==> config.mk <==
export PLATFORM = sky130hd
export DESIGN_NAME = clock_divider
export DESIGN_NICKNAME = d
export VERILOG_FILES = /design/src/rtl/clock_divider_pkg.sv /design/src/rtl/clock_divider_stage.sv /design/src/rtl/clock_divider.sv
export SDC_FILE = /design/constraint.sdc
export NUM_CORES = 1
export LEC_CHECK = 0
export ABC_AREA = 0
export CAP_MARGIN = 20
export CORE_AREA = 8 8 45 47
export CTS_CLUSTER_SIZE = 28
export DETAILED_ROUTE_END_ITERATION = 8
export DIE_AREA = 0 0 53 55
export DONT_BUFFER_PORTS = 1
export GPL_ROUTABILITY_DRIVEN = 0
export PLACE_DENSITY_LB_ADDON = 0.08
export RECOVER_POWER = 100
export SLEW_MARGIN = 20
export SYNTH_ARGS = -nofsm -noshare
export SYNTH_HDL_FRONTEND = slang
export SYNTH_SLANG_ARGS = --single-unit
==> constraint.sdc <==
create_clock -name clk -period 2.8 [get_ports clk]
set_clock_uncertainty 0.15 [all_clocks]
set_input_delay 0.84 -clock clk [delete_from_list [all_inputs] [get_ports clk]]
set_output_delay 0.84 -clock clk [all_outputs]
set_load 0.05 [all_outputs]
==> src/rtl/clock_divider_pkg.sv <==
// Shared constants for the synchronous binary clock divider.
// Imported by the divider top and its toggle stage.
package clock_divider_pkg;

  localparam int WIDTH_DEF = 4;
  localparam int WIDTH_MAX = 16;

endpackage

==> src/rtl/clock_divider_stage.sv <==
// One divider stage: a toggle flop that flips when every lower bit is set.
// carry tells the next stage that this and all lower bits are set.
module clock_div_stage
  import clock_divider_pkg::*;
(
  input  logic clk,
  input  logic rst,
  input  logic en,
  output logic q,
  output logic carry
);

  always_ff @(posedge clk or negedge rst) begin
    if (!rst) begin
      q <= 1'b0;
    end else if (en) begin
      q <= ~q;
    end
  end

  assign carry = en & q;

endmodule

==> src/rtl/clock_divider.sv <==
// Ripple-free binary divider: count[n] runs at clk / 2^(n+1).
// All bits share clk; toggle enables chain through the stage carries.
module clock_divider
  import clock_divider_pkg::*;
#(
  parameter int WIDTH = WIDTH_DEF
) (
  input  logic             clk,
  input  logic             rst,
  output logic [WIDTH-1:0] count
);

  logic [WIDTH-1:0] en;
  logic [WIDTH-1:0] carry;
  logic             unused_carry;

  assign en[0]        = 1'b1;
  assign unused_carry = carry[WIDTH-1];

  for (genvar gi = 0; gi < WIDTH; gi++) begin : g_stage
    if (gi > 0) begin : g_link
      assign en[gi] = carry[gi-1];
    end

    clock_div_stage u_stage (
      .clk   (clk),
      .rst   (rst),
      .en    (en[gi]),
      .q     (count[gi]),
      .carry (carry[gi])
    );
  end

endmodule

Yosys cells after proc, flatten, opt, wreduce, memory -nomap -nowiden
Index checks and enable logic that the tools add are counted.
{"block": "word_totals", "elab_cells": 10, "regBits": 4, "output_inout_bits": 4, "inputBits": 2}
{"block": "classes", "n_bitwise": 6}
{"operator": "1-bit inverter", "n": 4}
{"operator": "1-bit bitwise AND", "n": 2}

Longest topological paths before layout
{"block": "depth", "word_depth": 2, "depth_mapped": 2, "ltp_nobuf": 2}

Cells and area by module
Synthesis repeated with hierarchy kept, for this count alone.
{"block": "unflattened", "hier_cells": 13, "hier_area_um2": 168.9}
{"module": "clock_div_stage", "n_inst": 4, "cells_per_inst": 3, "area_per_inst_um2": 41.3, "seq_area_each_um2": 25.0}
{"module": "clock_divider", "n_inst": 1, "cells_per_inst": 1, "area_per_inst_um2": 3.8, "seq_area_each_um2": 0.0}

Least setup slack after synthesis
OpenSTA, ideal clock, no wires.
{"block": "synth_path", "path_kind": "reg-to-output", "from": "register g_stage[0].u_stage.q", "to": "output count[0]", "required_ns": 1.810, "setup_slack_ns": 1.199, "arrival_time_ns": 0.611, "n_path_buf": 1, "stages_incl_launch_ff": 2, "cell_sequence": "dfrtp_1 > buf_4"}
{"item": "start: declaration", "line_no": "clock_divider_stage.sv:9", "source": "output logic q,"}
{"item": "start signal: assignment", "line_no": "clock_divider_stage.sv:17", "source": "q <= ~q;"}
{"item": "end: declaration", "line_no": "clock_divider.sv:10", "source": "output logic [WIDTH-1:0] count"}
No word-level cell between the ends.

Final worst setup path
{"block": "layout_path", "from": "register g_stage[0].u_stage.q", "to": "output count[0]"}
No word-level cell between the ends.

==> flow_summary.yaml <==
run_status:
  outcome: "finished, final reports clean"
grt:
  gr-usage-met3_pct: 1.87
  grt_max_degree: 6
  busiest_layer: "met4"
  overflow: 0
  globalRouteMet2Util_pct: 2.93
  grt_first_pass_wirelength_um: 476
  grt_usage_pct: 2.85
  grt_pass1_vias: 99
  grt_use_met1_pct: 2.75
  antenna_found_initial: 0
clocking:
  cts_tree: "done"
  root_buffer: "clkbuf_4"
  hold_buffers: 0
  h-tree-depth: 1
  cts.clk_slew.worst_paths_ns: 0.04
  cts_buffers: 3
  post_cts_buffers: 0
  clock_latency_ns: 0.23
  cts_sinks: 4
  clock_path_buffers: 2
  cts.repair.resized: 0
layout:
  diodes: 0
  syn_to_final_growth_pct: 4.32
  largest_reg_flops: 4
  reg_top3: "g_stage.u_stage.q x4"
  top_register: "g_stage.u_stage.q"
  drive_gt1_share_pct: 23.1
  nets: 17
  fillCellCount: 156
sta:
  relSlewSlack_pct: 60.6
  finalSetupViolations: 0
  rsz0062_at_grt: "no"
  worst_pin_slew_ns: 0.591
  fmax_mhz: 518
  maxSlewViolCount: 0
  hold_violations: 0
  min_period_ns: 1.93
  fin_crit_sh_pct: 69.0
  setup_tns_ns: 0
worst_setup_path:
  start_kind: "register"
  cp.arrival_ns: 0.94
  cp_num_cells: 0
  reg2reg_from: "g_stage[0].u_stage.q$_DFF_PN0_"
  critPathMaxFanout: 5
  critPathCaptureType: "output port"
  worstPathRequired_ns: 1.81
  ff2ff_path_depth: 2
  reg2reg_to: "g_stage[3].u_stage.q$_DFFE_PN0P_"
  worstSetupPathType: "register to output port"
  crit_end: "count[0]"
  r2r_slack_ns: 1.46
  cp-startpoint: "g_stage[0].u_stage.q$_DFF_PN0_"
yosys:
  yosys.area.top_type_share_pct: 57.6
  synth-compound-area-share_pct: 0
  syn_area_per_cell_um2: 12.4
  synthesis.nets: 16
  synth_edf_count: 0
  synth_common_cells: "buf_4, dfrtp_1, xnor2_1"
  async_reset_ff_share_pct: 100
  synth_ff_type: "dfrtp_1"
  synth_simple_gate_area_share_pct: 7.91
  synth_top_family_by_area: "buffers and inverters"
  yosysTopAreaCell: "dfrtp_1"
  yosysSeqAreaShare_pct: 57.6
  synth_xor_area_share_pct: 15.1
  ys_seq_elements: 4
  synth_mux_area_share_pct: 0
  synth_cells: 14
  yosysWarnings: 0
  synth.distinct_cells: 7
  netlist_area_um2: 174
  synth_area_leaders: "dfrtp_1, buf_4, xnor2_1, nand3_2, xor2_1"
  synthAdderAreaFrac_pct: 0
power:
  leakage_nw: 0.0849
  switching_share_pct: 16.9
  p_int_mw: 0.106
  seq_power_share_pct: 45.6
  power.density_nw_per_um2: 703
  p_clk_share_pct: 54.4
  p_total_mw: 0.128
  ir_worst_vdd_v: 0.000160
  pwr-share-comb_pct: 0
  switching_power_mw: 0.0216
detailed_routing:
  firstDrtPassIters: 1
  drcViolationCount: 0
  wl_per_cell_um: 11.0
  wirelength_um: 320
  drt_iter0_markers: 0
  ant_nets: 0
  vias: 75
  via_per_inst: 2.59
die:
  die_y_um: 55
  num_io_pins: 6
  dieArea_um2: 2920
  chipWidth_um: 53
  initial_core_util_pct: 12.6
  core_um2: 1380
  rows: 14
job:
  drv_cap: 0
worst_hold_path:
  hp-class: "input port to asynchronous set/reset pin"
placed_design:
  io_buffers: 0
==> cell usage in the layout (no fill, tap or decap) <==
master	n
nand2_1	1
xnor2_1	2
inv_1	1
nand3_1	1
dfrtp_1	4
clkbuf_4	3
xor2_1	1
==> how the worst min path moves through the flow <==
| stage | depth (start not counted) | slack (ns) | end |
|---|---|---|---|
| final | 0 | 0.15 | g_stage[0].u_stage.q$_DFF_PN0_ |
| after global routing | 0 | 0.13 | g_stage[2].u_stage.q$_DFFE_PN0P_ |
| after CTS | 0 | 0.14 | g_stage[0].u_stage.q$_DFF_PN0_ |
| after detailed placement | 0 | 0.39 | g_stage[0].u_stage.q$_DFF_PN0_ |
| after global placement | 0 | 0.39 | g_stage[0].u_stage.q$_DFF_PN0_ |
| after floorplan | 1 | 0.30 | g_stage[3].u_stage.q$_DFFE_PN0P_ |
==> cells by family (layout without fill, tap and decap cells) <==
family	Yosys count	after routing
buffers and inverters	5	4
DFF	4	4
xor gates and xnor gates	3	3
and+or+nand+nor	2	2
==> through the flow <==
stage	setup WS [ns]	hold slack [ns]	utilization (%)	area [um^2]	std cells
after floorplan	1.20	0.296	-	174	14
after global placement	1.09	0.395	11.8	164	26
after detailed placement	1.09	0.395	11.8	164	26
after CTS	0.840	0.143	13.5	186	29
after global routing	0.831	0.133	13.1	181	29
final	0.869	0.155	13.1	181	29
==> routing by layer <==
metal / vias to the layer above / part of all wire [%]
li1: 36 / -
met1: 35 / 41
met2: 4 / 45
met3: 0 / 14
met4: 0 / 0
met5: - / 0
==> final cells by class <==
class / count / area, um^2 / area share, %
Multi-Input combinational cell: 5 / 35.0 / 19.3
Sequential cell: 4 / 100 / 55.2
Tap cell: 16 / 20.0 / 11.0
Clock buffer: 3 / 22.5 / 12.4
Inverter: 1 / 3.75 / 2.07
==> power groups by stage <==
stage / Clock (mW) / Sequential, mW / Combinational, mW
3_5_place_dp: 0 / 0.0589 / 0.0000000193
2_1_floorplan: 0 / 0.0589 / 0.0000000398
6_report: 0.0694 / 0.0582 / 0.0000000193
4_1_cts: 0.0739 / 0.0582 / 0.0000000193
5_1_grt: 0.0798 / 0.0581 / 0.0000000193
3_3_place_gp: 0 / 0.0589 / 0.0000000193
(Power assumes the default switching activity.)
